### src/rtl/axi_rd_arbiter.sv
// Two-master, one-outstanding read arbiter in front of the AXI read channel block.
// Grants m0 (IFU) or m1 (LSU), forwards the request downstream, routes beats back and checks burst length.
module axi_rd_arbiter #(
  parameter int unsigned ADDR_W = 64,
  parameter int unsigned DATA_W = 64,
  parameter int unsigned LEN_W  = 8,
  parameter int unsigned ID_W   = 4,
  parameter bit          RR_EN  = 1'b1
) (
  input  logic              clk,
  input  logic              reset_n,
  input  logic              m0_ar_valid,
  output logic              m0_ar_ready,
  input  logic [ADDR_W-1:0] m0_addr,
  input  logic [LEN_W-1:0]  m0_len,
  input  logic [1:0]        m0_size,
  output logic              m0_r_valid,
  output logic [DATA_W-1:0] m0_r_data,
  output logic [1:0]        m0_r_resp,
  output logic              m0_r_last,
  input  logic              m1_ar_valid,
  output logic              m1_ar_ready,
  input  logic [ADDR_W-1:0] m1_addr,
  input  logic [LEN_W-1:0]  m1_len,
  input  logic [1:0]        m1_size,
  output logic              m1_r_valid,
  output logic [DATA_W-1:0] m1_r_data,
  output logic [1:0]        m1_r_resp,
  output logic              m1_r_last,
  output logic              s_ar_valid,
  input  logic              s_ar_ready,
  output logic [ID_W-1:0]   s_ar_id,
  output logic [ADDR_W-1:0] s_addr,
  output logic [LEN_W-1:0]  s_len,
  output logic [1:0]        s_size,
  input  logic              s_r_valid,
  output logic              s_r_ready,
  input  logic [DATA_W-1:0] s_r_data,
  input  logic [1:0]        s_r_resp,
  input  logic              s_r_last,
  output logic              err_len,
  output logic              busy
);

  typedef enum logic [1:0] {
    ST_IDLE = 2'b00,
    ST_ADDR = 2'b01,
    ST_DATA = 2'b10
  } state_t;

  state_t            r_state;
  state_t            w_state_nxt;
  logic              r_last_grant;
  logic              r_owner;
  logic [ADDR_W-1:0] r_addr;
  logic [LEN_W-1:0]  r_len;
  logic [1:0]        r_size;
  logic [LEN_W:0]    r_cnt;

  logic              w_win;
  logic              w_grant;
  logic              w_beat;
  logic              w_cnt_match;

  // w_win: 1 selects m1. Round-robin favours the master not granted last time.
  always_comb begin
    if (m0_ar_valid && m1_ar_valid) begin
      w_win = RR_EN ? ~r_last_grant : 1'b1;
    end else begin
      w_win = m1_ar_valid;
    end
  end

  always_comb begin
    w_grant     = reset_n && (r_state == ST_IDLE) && (m0_ar_valid || m1_ar_valid);
    w_beat      = (r_state == ST_DATA) && s_r_valid;
    // Counter holds beats already received, so it equals len on the final beat.
    w_cnt_match = (r_cnt == {1'b0, r_len});
  end

  always_comb begin
    w_state_nxt = r_state;
    case (r_state)
      ST_IDLE: if (w_grant)               w_state_nxt = ST_ADDR;
      ST_ADDR: if (s_ar_ready)            w_state_nxt = ST_DATA;
      ST_DATA: if (w_beat && s_r_last)    w_state_nxt = ST_IDLE;
      default:                            w_state_nxt = ST_IDLE;
    endcase
  end

  always_comb begin
    m0_ar_ready = w_grant && !w_win;
    m1_ar_ready = w_grant && w_win;
    s_ar_valid  = (r_state == ST_ADDR);
    s_r_ready   = (r_state == ST_DATA);
    busy        = (r_state != ST_IDLE);
    s_ar_id     = ID_W'(r_owner);
    s_addr      = r_addr;
    s_len       = r_len;
    s_size      = r_size;
    m0_r_valid  = w_beat && !r_owner;
    m1_r_valid  = w_beat && r_owner;
    m0_r_data   = s_r_data;
    m0_r_resp   = s_r_resp;
    m0_r_last   = s_r_last;
    m1_r_data   = s_r_data;
    m1_r_resp   = s_r_resp;
    m1_r_last   = s_r_last;
    err_len     = w_beat && (s_r_last ^ w_cnt_match);
  end

  always_ff @(posedge clk) begin
    if (!reset_n) begin
      r_state <= ST_IDLE;
    end else begin
      r_state <= w_state_nxt;
    end
  end

  always_ff @(posedge clk) begin
    if (!reset_n) begin
      r_last_grant <= 1'b1;
      r_owner      <= 1'b0;
      r_addr       <= '0;
      r_len        <= '0;
      r_size       <= '0;
      r_cnt        <= '0;
    end else if (w_grant) begin
      r_last_grant <= w_win;
      r_owner      <= w_win;
      r_addr       <= w_win ? m1_addr : m0_addr;
      r_len        <= w_win ? m1_len  : m0_len;
      r_size       <= w_win ? m1_size : m0_size;
      r_cnt        <= '0;
    end else if (w_beat && (r_cnt != '1)) begin
      r_cnt <= r_cnt + 1'b1;
    end
  end

endmodule

### config.mk
export PLATFORM = sky130hd
export DESIGN_NAME = axi_rd_arbiter
export DESIGN_NICKNAME = d
export VERILOG_FILES = /design/src/rtl/axi_rd_arbiter.sv
export SDC_FILE = /design/constraint.sdc
export NUM_CORES = 1
export LEC_CHECK = 0
export ABC_AREA = 1
export BUFFER_PORTS_ARGS = -buffer_cell sky130_fd_sc_hd__buf_4
export CAP_MARGIN = 20
export CELL_PAD_IN_SITES_DETAIL_PLACEMENT = 1
export CELL_PAD_IN_SITES_GLOBAL_PLACEMENT = 1
export CORE_AREA = 2 2 173 175
export CTS_CLUSTER_SIZE = 12
export DETAILED_ROUTE_END_ITERATION = 8
export DIE_AREA = 0 0 175 177
export PLACE_DENSITY_LB_ADDON = 0.05
export SLEW_MARGIN = 5
export SYNTH_ARGS = -nofsm -noshare
export SYNTH_HDL_FRONTEND = slang
export SYNTH_SLANG_ARGS = --single-unit
### constraint.sdc
create_clock -name clk -period 1.58 [get_ports clk]
set_input_delay 0.158 -clock clk [delete_from_list [all_inputs] [get_ports clk]]
set_output_delay 0.158 -clock clk [all_outputs]
set_load 0.05 [all_outputs]
# After elaboration in Yosys (flattened, before gate mapping)
# Index checks and enable logic that the tools add are counted.
# word_totals
wordCells	44
in_bits	221
register_bits	87
# op_classes
n_mux	8
n_eq_ne	7
n_addsub	1
n_reduce_logical	18
bitwise_logic	3
# ops
cell	count
$mux W64	1
$logic_and A1 B1 Y1	11
$add A9 B1 Y9 const B	1
$eq A9 B8 Y1	1
$ne A9 B9 Y1 const B	1
$mux W2	4
$mux W8	1
$pmux W2 S3	1
$ne A2 B1 Y1 const B	2
$reduce_and A3 Y1	1
$eq A2 B1 Y1 const B	1
$eq A2 B2 Y1 const B	1
$logic_not A1 Y1	2
$logic_not A2 Y1	1
$ne A2 B2 Y1 const B	1
$not A1 Y1	2
$reduce_bool A2 Y1	1
$reduce_or A2 Y1	1
$logic_or A1 B1 Y1	1
$mux W1	1
$xor A1 B1 Y1	1

# Logic depth before layout (Yosys ltp)
# Gate-level depths: netlist (run 1).
# logic_depth
ltp_word	5
ltp_mapped	10
mapped_depth_nobuf	10

# Worst setup path after synthesis (run 1)
# OpenSTA, ideal clock, no wires.
# synth_path
path_kind	reg-to-output
startpoint	register r_len[0] (netlist: s_len[0])
endpoint	output err_len
path_buffers	0
t_arrival_ps	1866
slack_ps	-444
required_ps	1422
path_stages_with_launch	8
cell_sequence	dfxtp_1 -> inv_1 -> or2_2 -> nand2_1 -> nor2_1 -> nand3_1 -> nand2_1 -> nor2_1
# synth_via
elab_chain_cells	3
# synth_lines
element	line_no	source
start: declaration	56	logic [LEN_W-1:0] r_len;
start signal: assignment	132	r_len <= w_win ? m1_len : m0_len;
$eq A9 B8 Y1	78	w_cnt_match = (r_cnt == {1'b0, r_len});
$xor A1 B1 Y1	109	err_len = w_beat && (s_r_last ^ w_cnt_match);
$logic_and A1 B1 Y1	109	
end: declaration	41	output logic err_len,
# No other way between the ends.

# Worst setup path in the final report (run 1)
# layout_path
startpoint	register r_cnt[0]
endpoint	output err_len
# layout_via
elab_chain_cells	3
# layout_lines
element	line_no	source
start: declaration	58	logic [LEN_W:0] r_cnt;
start signal: assignment	136	r_cnt <= r_cnt + 1'b1;
$eq A9 B8 Y1	78	
$xor A1 B1 Y1	109	
$logic_and A1 B1 Y1	109	
# No other way between the ends.

==> results by group, run 1 <==
Outcome
  – Status: finished, violations left
  – Failing checks: negative setup slack

Routing
  – DR vias: 4585
  – Top Metal Used: met4
  – Routed WL per cell: 15.72 um
  – M1 wire length: 8325 um
  – # DRC: 0
  – Initial DRC count: 120
  – DR vias/cell: between 3 and 4
  – Routed met3 length: 1761 um
  – Met2 WL post-DR: 8360 um
  – Drt total wl: about 19000 um
  – DR pass1 iterations: 4
  – Routed Antenna Nets: 0

Die
  – Core region area: 0.02924 mm^2
  – Row Count: 63
  – I/O pin count: 441
  – Die Height: approximately 180 um
  – Die area: 0.03098 mm^2
  – Die W: 175 um
  – Starting density of the core: 0.1627

GRT
  – Gr ovfl total: 0
  – First-pass GRT wire length: 28450 um
  – GRT Util Overall: 0.1195
  – Number of global-route vias before repair: 5023
  – Initial antenna violation count: 0
  – Largest net degree at the start of global routing: 49

Place
  – Placed Area: 0.006107 mm^2
  – Hpwl dp: roughly 14000 um
  – Placed cell count: between 1000 and 1500
  – PortBufs: 239
  – GP Congestion: 0.7063

STA
  – Final Skew: 0.01273 ns
  – Final setup vio count: 2
  – Setup ws final: -0.07173 ns
  – Final period util: 1.045
  – Max-slew violations: 0
  – Slew headroom: 0.5608
  – RSZ-0062 raised after global routing: yes
  – Max Clk Rate: ~610 MHz
  – Fin crit period: around 1.7 ns
  – Slew @ Worst Pin: 0.6588 ns
  – Final hold vios: 0

Cells and area
  – Reg area: 0.001770 mm^2
  – Final non-filler cell total: 1193
  – Layout Nets: 1021
  – Fill cell count: 3555
  – Commonest non-fill, non-tap cell in the layout: buf_4
  – # diodes: 0
  – Multi-input logic area: 0.001819 mm^2
  – Layout cells sized above 1: 0.4284
  – Area delta synth->final: 41.71%
  – Final instance area: 0.006741 mm^2
  – Most frequent cells in the layout: buf_4, nand2_1, dfxtp_1, a31oi_1, nand3_1

Setup path
  – Critical path cell sequence: buf_6, or2_4, nand2_4, nor2_4, a21oi_2, nor2_4, buf_8
  – Critical path capture point type: primary output
  – Crit-path slowest cell: dfxtp_2
  – Reg2Reg Setup Slack: -0.01 ns
  – CP max FO: 5
  – CP Buf/Inv Count: 2
  – CP peak stage delay: between 0.3 and 0.4 ns
  – Delay-heaviest family, CP: simple AND/OR/NAND/NOR gates
  – Critical path class: reg -> out
  – WP data required: 1.42 ns
  – Most used cell, CP: nor2_4
  – Arrival @ worst endpoint: 1.49 ns
  – Startpoint Class: flip-flop

Synthesis
  – Mapped Cells: between 600 and 700
  – Sequential share of the synthesized area: 0.3661
  – Synth warn: 0
  – Mapped Area: 0.004757 mm^2
  – Mapped Avg Cell Area: 7.121 um^2
  – Synth Register Bits: 87
  – Netlist cell types: 25

Power
  – Clock power share: 0.317
  – Power Dens Cells: roughly 1000 mW/mm^2
  – Sequential Power Share: 0.370
  – Pint: 4.302 mW
  – Combinational Power Share: 0.313
  – Maximum vdd drop: 0.4601 mV
  – Sw Share: 0.3668
  – P_sw: 2.492 mW
  – Leak: 2.975 nW

Clock network
  – CTS Sinks: 87
  – Worst-path clk slew: 0.07 ns
  – Clock buffer depth: 2
  – Num CTS Buffers: 9
  – Root Driver: clkbuf_16
  – CTS tree: built
  – Htree depth: 3
  – Skew-Pair Late Insertion Delay: between 0.3 and 0.4 ns

Hold path
  – Worst Hold Class: in -> reg

Flow run
  – Max-cap violation count: 0
-- cells in the mapped netlist --
| cell type | instances | area share |
|---|---|---|
| a21oi_1 | 13 | 0.014 |
| a31oi_1 | 47 | 0.062 |
| buf_2 | 8 | 0.0084 |
| buf_4 | 144 | 0.23 |
| buf_6 | 4 | 0.0095 |
| clkbuf_1 | 10 | 0.0079 |
| conb_1 | 1 | 0.00079 |
| dfxtp_1 | 87 | 0.37 |
| ha_1 | 2 | 0.0053 |
| inv_1 | 27 | 0.021 |
| inv_2 | 2 | 0.0016 |
| nand2_1 | 261 | 0.21 |
| nand2_2 | 2 | 0.0026 |
| nand3_1 | 33 | 0.035 |
| nand4_1 | 1 | 0.0013 |
| nor2_1 | 12 | 0.0095 |
| nor2_4 | 3 | 0.0071 |
| nor3_1 | 1 | 0.0011 |
| nor4_1 | 1 | 0.0013 |
| o211a_1 | 1 | 0.0021 |
| o211ai_1 | 2 | 0.0032 |
| o21ai_0 | 3 | 0.0032 |
| o22ai_1 | 1 | 0.0013 |
| or2_2 | 1 | 0.0013 |
| xnor2_1 | 1 | 0.0018 |
-- power by group through the flow --
stage                     Clock, mW  Sequential, mW  Combinational (mW)
after floorplan                   0            3.18                1.44
after global placement            0            2.56                2.05
final                          2.16            2.51                2.12
after global routing           2.36            2.54                2.29
after detailed placement          0            2.56                2.05
after CTS                      2.30            2.52                2.15
-- cells by family after synthesis --
family          after synthesis  synth area share
compound gates               67           0.08522
xor+xnor                      1          0.001841
fa+ha+maj                     2          0.005260
buf+inv                     195            0.2759
flops                        87            0.3661
other cells                   1         0.0007883
simple gates                315            0.2649
-- per-layer routing --
| layer | vias to the layer above | track usage |
|---|---|---|
| li1 | 2238 | - |
| met1 | 2111 | 0.1479 |
| met2 | 204 | 0.1874 |
| met3 | 32 | 0.05069 |
| met4 | 0 | 0.03819 |
| met5 | - | 0 |
-- final timing paths --
path	end	cells past startpoint	from
worst max-delay path	err_len	7	r_cnt[0]
worst max register to register	r_cnt[6]	10	r_cnt[7]
worst min register to register	s_addr[1]	2	s_addr[1]
worst min-delay path	s_addr[30]	3	m1_addr[30]
-- sequential cells by signal (all words and copies together) (netlist names) --
name,count
s_len,8
r_last_grant,1
r_cnt,9
s_size,2
s_addr,64
r_state,2
r_owner,1
-- cell type report --
cell class	instances	area share
Clock buffer	10	0.03545
Clock inverter	6	0.006496
Inverter	29	0.01689
Tap cell	390	0.07238
Sequential cell	87	0.2626
Multi-Input combinational cell	388	0.2699
Timing Repair Buffer	283	0.3363
-- worst min-delay path, stage by stage --
cell and delay, ns:
buf_4 0.08, nand2_1 0.04, nand3_1 0.07
-- metrics by stage --
step	util	TNS (ns)	setup WS (ns)	total power, mW	hold WS [ns]
CTS	0.2280	-0.1853	-0.1402	6.973	0.00009617
finish	0.2305	-0.07721	-0.07173	6.794	0.02195
floorplan	-	-0.006356	-0.006356	4.622	0.2611
global placement	0.2088	-0.09253	-0.04601	4.604	0.3165
detailed placement	0.2088	-0.6115	-0.09574	4.616	0.3165
global route	0.2305	-0.5019	-0.1596	7.187	0.007296
-- timing repair --
| item | CTS | global route |
|---|---|---|
| endpoints found under the hold margin | 6 | 0 |
| hold buffers | 8 | 0 |
| setup endpoints to repair | 63 | 13 |
| gates resized for setup | 45 | 20 |
| pin swaps | 13 | 13 |
| buffers inserted | 9 | 5 |
Note: power is estimated with default switching activity, not from simulation.
==> run 2: changes to the inputs <==
- CELL_PAD_IN_SITES_DETAIL_PLACEMENT: 1 -> 2
- CELL_PAD_IN_SITES_GLOBAL_PLACEMENT: 1 -> 2
- CORE_AREA: 2 2 173 175 -> unset
- CORE_ASPECT_RATIO: unset -> 1.2
- CORE_MARGIN: unset -> 2
- CORE_UTILIZATION: unset -> 15
- DIE_AREA: 0 0 175 177 -> unset
==> run 2 against run 1 <==
The flow still finishes with violations (negative setup slack). Via count grew 2.8%. Largest cell class unchanged. First-iteration DRC count is the same. Sequential power is essentially flat. Highest routed layer is now met5.
==> results by group, run 2 (synthesis results as in run 1) <==
Routing
  – Initial DRC count: 120 (unchanged)
  – Routed Antenna Nets: 0 (unchanged)
  – DR pass1 iterations: 4 (unchanged)
  – # DRC: 0 (unchanged)
  – Drt total wl: 21430 um (+14%)
  – Routed WL per cell: 17.84 um (+14%)
  – DR vias/cell: 3.926 (+2.2%)
  – DR vias: 4715 (+2.8%)

Clock network
  – Skew-Pair Late Insertion Delay: 0.36 ns (about the same)
  – Clock buffer depth: 2 (unchanged)
  – CTS Sinks: 87 (unchanged)
  – Htree depth: 3 (unchanged)
  – Root Driver: clkbuf_16
  – Worst-path clk slew: 0.07 ns (about the same)
  – Num CTS Buffers: 9 (unchanged)
  – CTS tree: built

Setup path
  – WP data required: 1.42 ns (about the same)
  – Critical path capture point type: primary output
  – FF-to-FF Start: r_cnt[1]
  – Reg2Reg Setup Slack: -0.04 ns (-0.03 ns)
  – CP peak stage delay: 0.34 ns (about the same)
  – Crit-path slowest cell: dfxtp_2
  – Arrival @ worst endpoint: 1.54 ns (+0.05 ns)
  – Worst Reg-to-Reg Cells: 10 (unchanged)
  – CP Buf/Inv Count: 3 (+1)
  – CP max FO: 4 (-1)
  – R2r endpoint: r_cnt[3]
  – Most used cell, CP: nor2_4
  – Delay-heaviest family, CP: simple AND/OR/NAND/NOR gates
  – Critical path cell sequence: buf_6, inv_2, nand2_2, nand4_1, nor2_4, a21oi_2, nor2_4, buf_8
  – Critical path class: reg -> out
  – Startpoint Class: flip-flop

GRT
  – First-pass GRT wire length: 31230 um (+9.8%)
  – Largest net degree at the start of global routing: 49 (unchanged)
  – Number of global-route vias before repair: 5261 (+4.7%)
  – GRT Util Overall: 0.1238 (+0.004259)
  – Initial antenna violation count: 1 (+1)
  – Gr ovfl total: 0 (unchanged)

Die
  – Die W: 166.6 um (-4.8%)
  – Core region area: 0.03127 mm^2 (+6.9%)
  – Starting density of the core: 0.1521 (-0.01054)
  – Row Count: 71 (+13%)
  – I/O pin count: 441 (unchanged)
  – Die area: 0.03316 mm^2 (+7.1%)
  – Die Height: 199.1 um (+12%)

Cells and area
  – Final instance area: 0.006803 mm^2 (+0.91%)
  – Layout Nets: 1019 (-0.20%)
  – Max reg flops: 64 (unchanged)
  – Layout cells sized above 1: 0.4275 (-0.0008935)
  – Most frequent cells in the layout: buf_4, nand2_1, dfxtp_1, a31oi_1, nand3_1
  – Area delta synth->final: 43.00%
  – Commonest non-fill, non-tap cell in the layout: buf_4
  – # diodes: 0 (unchanged)
  – Fill cell count: 3689 (+3.8%)

Power
  – Maximum vdd drop: 0.3021 mV (-34%)
  – Leak: 2.984 nW (+0.30%)
  – Power Dens Cells: 1005 mW/mm^2 (-0.32%)

STA
  – Setup ws final: -0.1229 ns (-0.05121 ns)
  – Final Skew: 0.009787 ns (-0.002945 ns)
  – Max-slew violations: 0 (unchanged)
  – Max Clk Rate: 587.2 MHz (-3.0%)
  – Final setup vio count: 5 (+3)
  – Slew headroom: 0.5640 (+0.003240)
  – Fin crit period: 1.703 ns (+0.05121 ns)
  – Final period util: 1.078 (+0.03241)
  – Hold WS: 0.01576 ns (-0.006187 ns)
  – RSZ-0062 raised after global routing: yes
  – Final hold vios: 0 (unchanged)
  – Slew @ Worst Pin: 0.6539 ns (-0.004861 ns)

Place
  – GP Congestion: 0.7013 (-0.71%)
  – Hpwl dp: 15260 um (+11%)
  – Placed Area: 0.006103 mm^2 (about the same)
  – PortBufs: 239 (unchanged)

Hold path
  – Hold path depth: 3 (unchanged)
  – Hold endpoint: s_addr[34]
  – Min-delay src: m1_addr[34]
  – Worst Hold Class: in -> reg

Outcome
  – Failing checks: negative setup slack
  – Status: finished, violations left

Flow run
  – Max-cap violation count: 0 (unchanged)
## run 2: timing repair
action,CTS,global route
endpoints found under the setup margin,42,48
cloned,1,2
buffers inserted,11,4
endpoints found under the hold margin,2,0
pin swaps,15,11
hold buffers,2,0
gates resized for setup,49,21
## run 2: cell type report
type / instances / area (um^2) / share of cell area
clock buffer: 15 / 277.8 / 0.04083
inverter: 29 / 108.9 / 0.01600
multi-input combinational: 388 / 1843 / 0.2709
sequential: 87 / 1765 / 0.2595
timing repair buffer: 281 / 2306 / 0.3390
tap: 401 / 501.7 / 0.07375
## run 2: tightest hold or removal path, delay by kind of cell
kind / cells / cell delay (ns)
buf+inv: 1 / 0.08
simple gates: 2 / 0.10
## run 2: worst max path at each step
stage / from / endpoint / slack, ns / cells after the start
after floorplan: s_len[7] / err_len / -0.006 / 8
after global placement: r_cnt[0] / r_cnt[7] / -0.03 / 10
after detailed placement: r_cnt[0] / r_cnt[7] / -0.07 / 9
after CTS: r_cnt[7] / err_len / -0.14 / 8
after global routing: r_cnt[1] / err_len / -0.22 / 8
final: r_cnt[1] / err_len / -0.12 / 8
## run 2: report_power, final
part           switching (mW)  internal (mW)  leakage (nW)
logic                    1.36          0.803          2.13
clock network           0.962           1.19         0.136
registers               0.122           2.39         0.721
## run 2: per-stage QoR
step | setup WS (ns) | power (mW) | utilization | std cells | TNS [ns]
2_1_floorplan | -0.006356 | 4.622 | - | 670 | -0.006356
3_3_place_gp | -0.02914 | 4.590 | 0.1952 | 1167 | -0.02914
3_5_place_dp | -0.06967 | 4.616 | 0.1952 | 1167 | -0.3748
4_1_cts | -0.1378 | 6.976 | 0.2122 | 1195 | -0.8467
5_1_grt | -0.2183 | 7.245 | 0.2176 | 1201 | -1.073
6_report | -0.1229 | 6.834 | 0.2176 | 1201 | -0.1982
## run 2: per-layer routing
metal	wire length (um)	track usage
met5	12	0
met4	522	0.04502
met3	2089	0.05684
met2	10340	0.2149
met1	8460	0.1325
==> run 3: changes to the inputs <==
- TNS_END_PERCENT: unset -> 30
==> run 3 against run 2 <==
Register-to-register slack about the same. Count of clock-buffer cells in the layout unchanged. Die area stayed put. Power fell by 0.35%. Combinational power about the same. The run still ends with negative setup slack left. Largest cell class unchanged. Non-clock buffer count decreased by 4.
==> results by group, run 3 (synthesis results as in run 1) <==
Routing
  – Routed Antenna Nets: 0 (unchanged)
  – DR pass1 iterations: 4 (unchanged)
  – DR vias: 4699 (-0.34%)
  – Routed WL per cell: 17.78 um (-0.34%)
  – Drt total wl: 21280 um (-0.68%)
  – # DRC: 0 (unchanged)
  – Initial DRC count: 108 (-10%)
  – DR vias/cell: 3.926 (about the same)

Power
  – Sw Share: 0.3583 (+0.0005728)
  – Maximum vdd drop: 0.3009 mV (-0.41%)
  – Leak: 2.956 nW (-0.92%)
  – Combinational Power Share: 0.314 (-0.003)
  – P_sw: 2.440 mW (-0.19%)
  – Clock power share: 0.317 (+0.002)
  – Power Dens Cells: 1009 mW/mm^2 (+0.46%)
  – Pint: 4.370 mW (-0.44%)
  – Sequential Power Share: 0.369 (about the same)

Clock network
  – Root Driver: clkbuf_16
  – CTS tree: built
  – Worst-path clk slew: 0.07 ns (about the same)
  – Htree depth: 3 (unchanged)
  – Skew-Pair Late Insertion Delay: 0.36 ns (about the same)
  – Num CTS Buffers: 9 (unchanged)
  – CTS Sinks: 87 (unchanged)
  – Clock buffer depth: 2 (unchanged)

Setup path
  – Arrival @ worst endpoint: 1.55 ns (about the same)
  – Crit-path slowest cell: dfxtp_2
  – CP max FO: 4 (unchanged)
  – WP data required: 1.42 ns (about the same)
  – Critical path class: reg -> out
  – Startpoint Class: flip-flop
  – CP peak stage delay: 0.34 ns (about the same)
  – Most used cell, CP: nor2_4
  – Critical path capture point type: primary output
  – Critical path cell sequence: buf_6, inv_2, nand2_2, nand4_1, nor2_4, a21oi_2, nor2_4, buf_8

Die
  – Die area: 0.03316 mm^2 (unchanged)
  – Starting density of the core: 0.1521 (unchanged)
  – I/O pin count: 441 (unchanged)
  – Die W: 166.6 um (unchanged)
  – Die Height: 199.1 um (unchanged)
  – Core region area: 0.03127 mm^2 (unchanged)
  – Row Count: 71 (unchanged)

STA
  – Final Skew: 0.01130 ns (+0.001513 ns)
  – Slew @ Worst Pin: 0.6539 ns (-0.00003099 ns)
  – Final hold vios: 0 (unchanged)
  – Max Clk Rate: 586.5 MHz (-0.12%)
  – Fin Setup TNS: -0.2074 ns (-0.009160 ns)
  – Final setup vio count: 5 (unchanged)
  – RSZ-0062 raised after global routing: yes
  – Final period util: 1.079 (+0.001268)
  – Max-slew violations: 0 (unchanged)
  – Setup ws final: -0.1249 ns (-0.002004 ns)
  – Fin crit period: 1.705 ns (+0.002004 ns)
  – Slew headroom: 0.5641 (about the same)

GRT
  – First-pass GRT wire length: 31230 um (unchanged)
  – Gr ovfl total: 0 (unchanged)
  – Initial antenna violation count: 1 (unchanged)
  – Largest net degree at the start of global routing: 49 (unchanged)
  – Number of global-route vias before repair: 5261 (unchanged)
  – GRT Util Overall: 0.1238 (unchanged)

Cells and area
  – Final instance area: 0.006748 mm^2 (-0.81%)
  – Layout Nets: 1015 (-0.39%)
  – Area delta synth->final: 41.85%
  – Final core occ: 0.2158 (-0.001761)
  – Multi-input logic area: 0.001843 mm^2 (unchanged)
  – Commonest non-fill, non-tap cell in the layout: buf_4
  – Fill cell count: 3692 (+0.081%)
  – Max reg flops: 64 (unchanged)
  – Layout cells sized above 1: 0.4246 (-0.002877)
  – Reg area: 0.001763 mm^2 (-0.14%)
  – Final non-filler cell total: 1197 (-0.33%)
  – # diodes: 0 (unchanged)
  – Most frequent cells in the layout: buf_4, nand2_1, dfxtp_1, a31oi_1, nand3_1

Place
  – Hpwl dp: 15260 um (unchanged)
  – Placed Area: 0.006103 mm^2 (unchanged)
  – Placed cell count: 1167 (unchanged)
  – PortBufs: 239 (unchanged)
  – GP Congestion: 0.7013 (unchanged)
  – Pre-CTS setup slack: -0.06967 ns (unchanged)

Hold path
  – Worst Hold Class: in -> reg

Outcome
  – Failing checks: negative setup slack
  – Status: finished, violations left

Flow run
  – Max-cap violation count: 0 (unchanged)
[run 3: worst paths after layout]
kind | from | slack (ns) | cells past startpoint | endpoint
setup reg to reg | r_cnt[1] | -0.05 | 10 | r_cnt[3]
hold reg to reg | s_addr[14] | 0.46 | 2 | s_addr[14]
hold / removal | m1_addr[34] | 0.02 | 3 | s_addr[34]
setup / recovery | r_cnt[1] | -0.12 | 8 | err_len
[run 3: through the flow]
stage / power (mW) / hold WS, ns
after CTS: 6.976 / 0.0002448
after detailed placement: 4.616 / 0.3165
after floorplan: 4.622 / 0.2611
final: 6.810 / 0.01713
after global placement: 4.590 / 0.3165
after global routing: 7.218 / 0.007574
[run 3: cell type report]
class / count / area share
flip-flops and latches: 87 / 0.2613
well taps: 401 / 0.07436
multi-input cells: 388 / 0.2731
inverters: 29 / 0.01613
clock buffers: 15 / 0.04116
repair buffers: 277 / 0.3340
[run 3: layer usage]
layer | up-vias | share of wire | global-route usage
met5 | - | 0.00056 | 0
met4 | 2 | 0.025 | 0.04502
met3 | 50 | 0.099 | 0.05684
met2 | 195 | 0.48 | 0.2149
met1 | 2234 | 0.39 | 0.1325
li1 | 2218 | - | -
[run 3: power groups by stage]
stage | combinational (mW) | clock (mW) | sequential (mW)
4_1_cts | 2.15 | 2.31 | 2.52
3_5_place_dp | 2.05 | 0 | 2.56
3_3_place_gp | 2.04 | 0 | 2.55
2_1_floorplan | 1.44 | 0 | 3.18
6_report | 2.14 | 2.16 | 2.51
5_1_grt | 2.30 | 2.38 | 2.54
[run 3: critical path: cells and delay by family, from the launching register on]
family / cells / cell delay, ns
AO/OA/AOI/OAI: 1 / 0.08
flip-flops: 1 / 0.34
buffers and inverters: 3 / 0.29
AND/OR/NAND/NOR: 4 / 0.47
[run 3: timing repair]
action | in CTS | in global routing
buffers inserted | 11 | 1
endpoints found under the setup margin | 42 | 48
pin swaps | 15 | 13
resized for setup | 49 | 19
endpoints found under the hold margin | 2 | 0
hold buffers | 2 | 0
gates cloned | 1 | 1
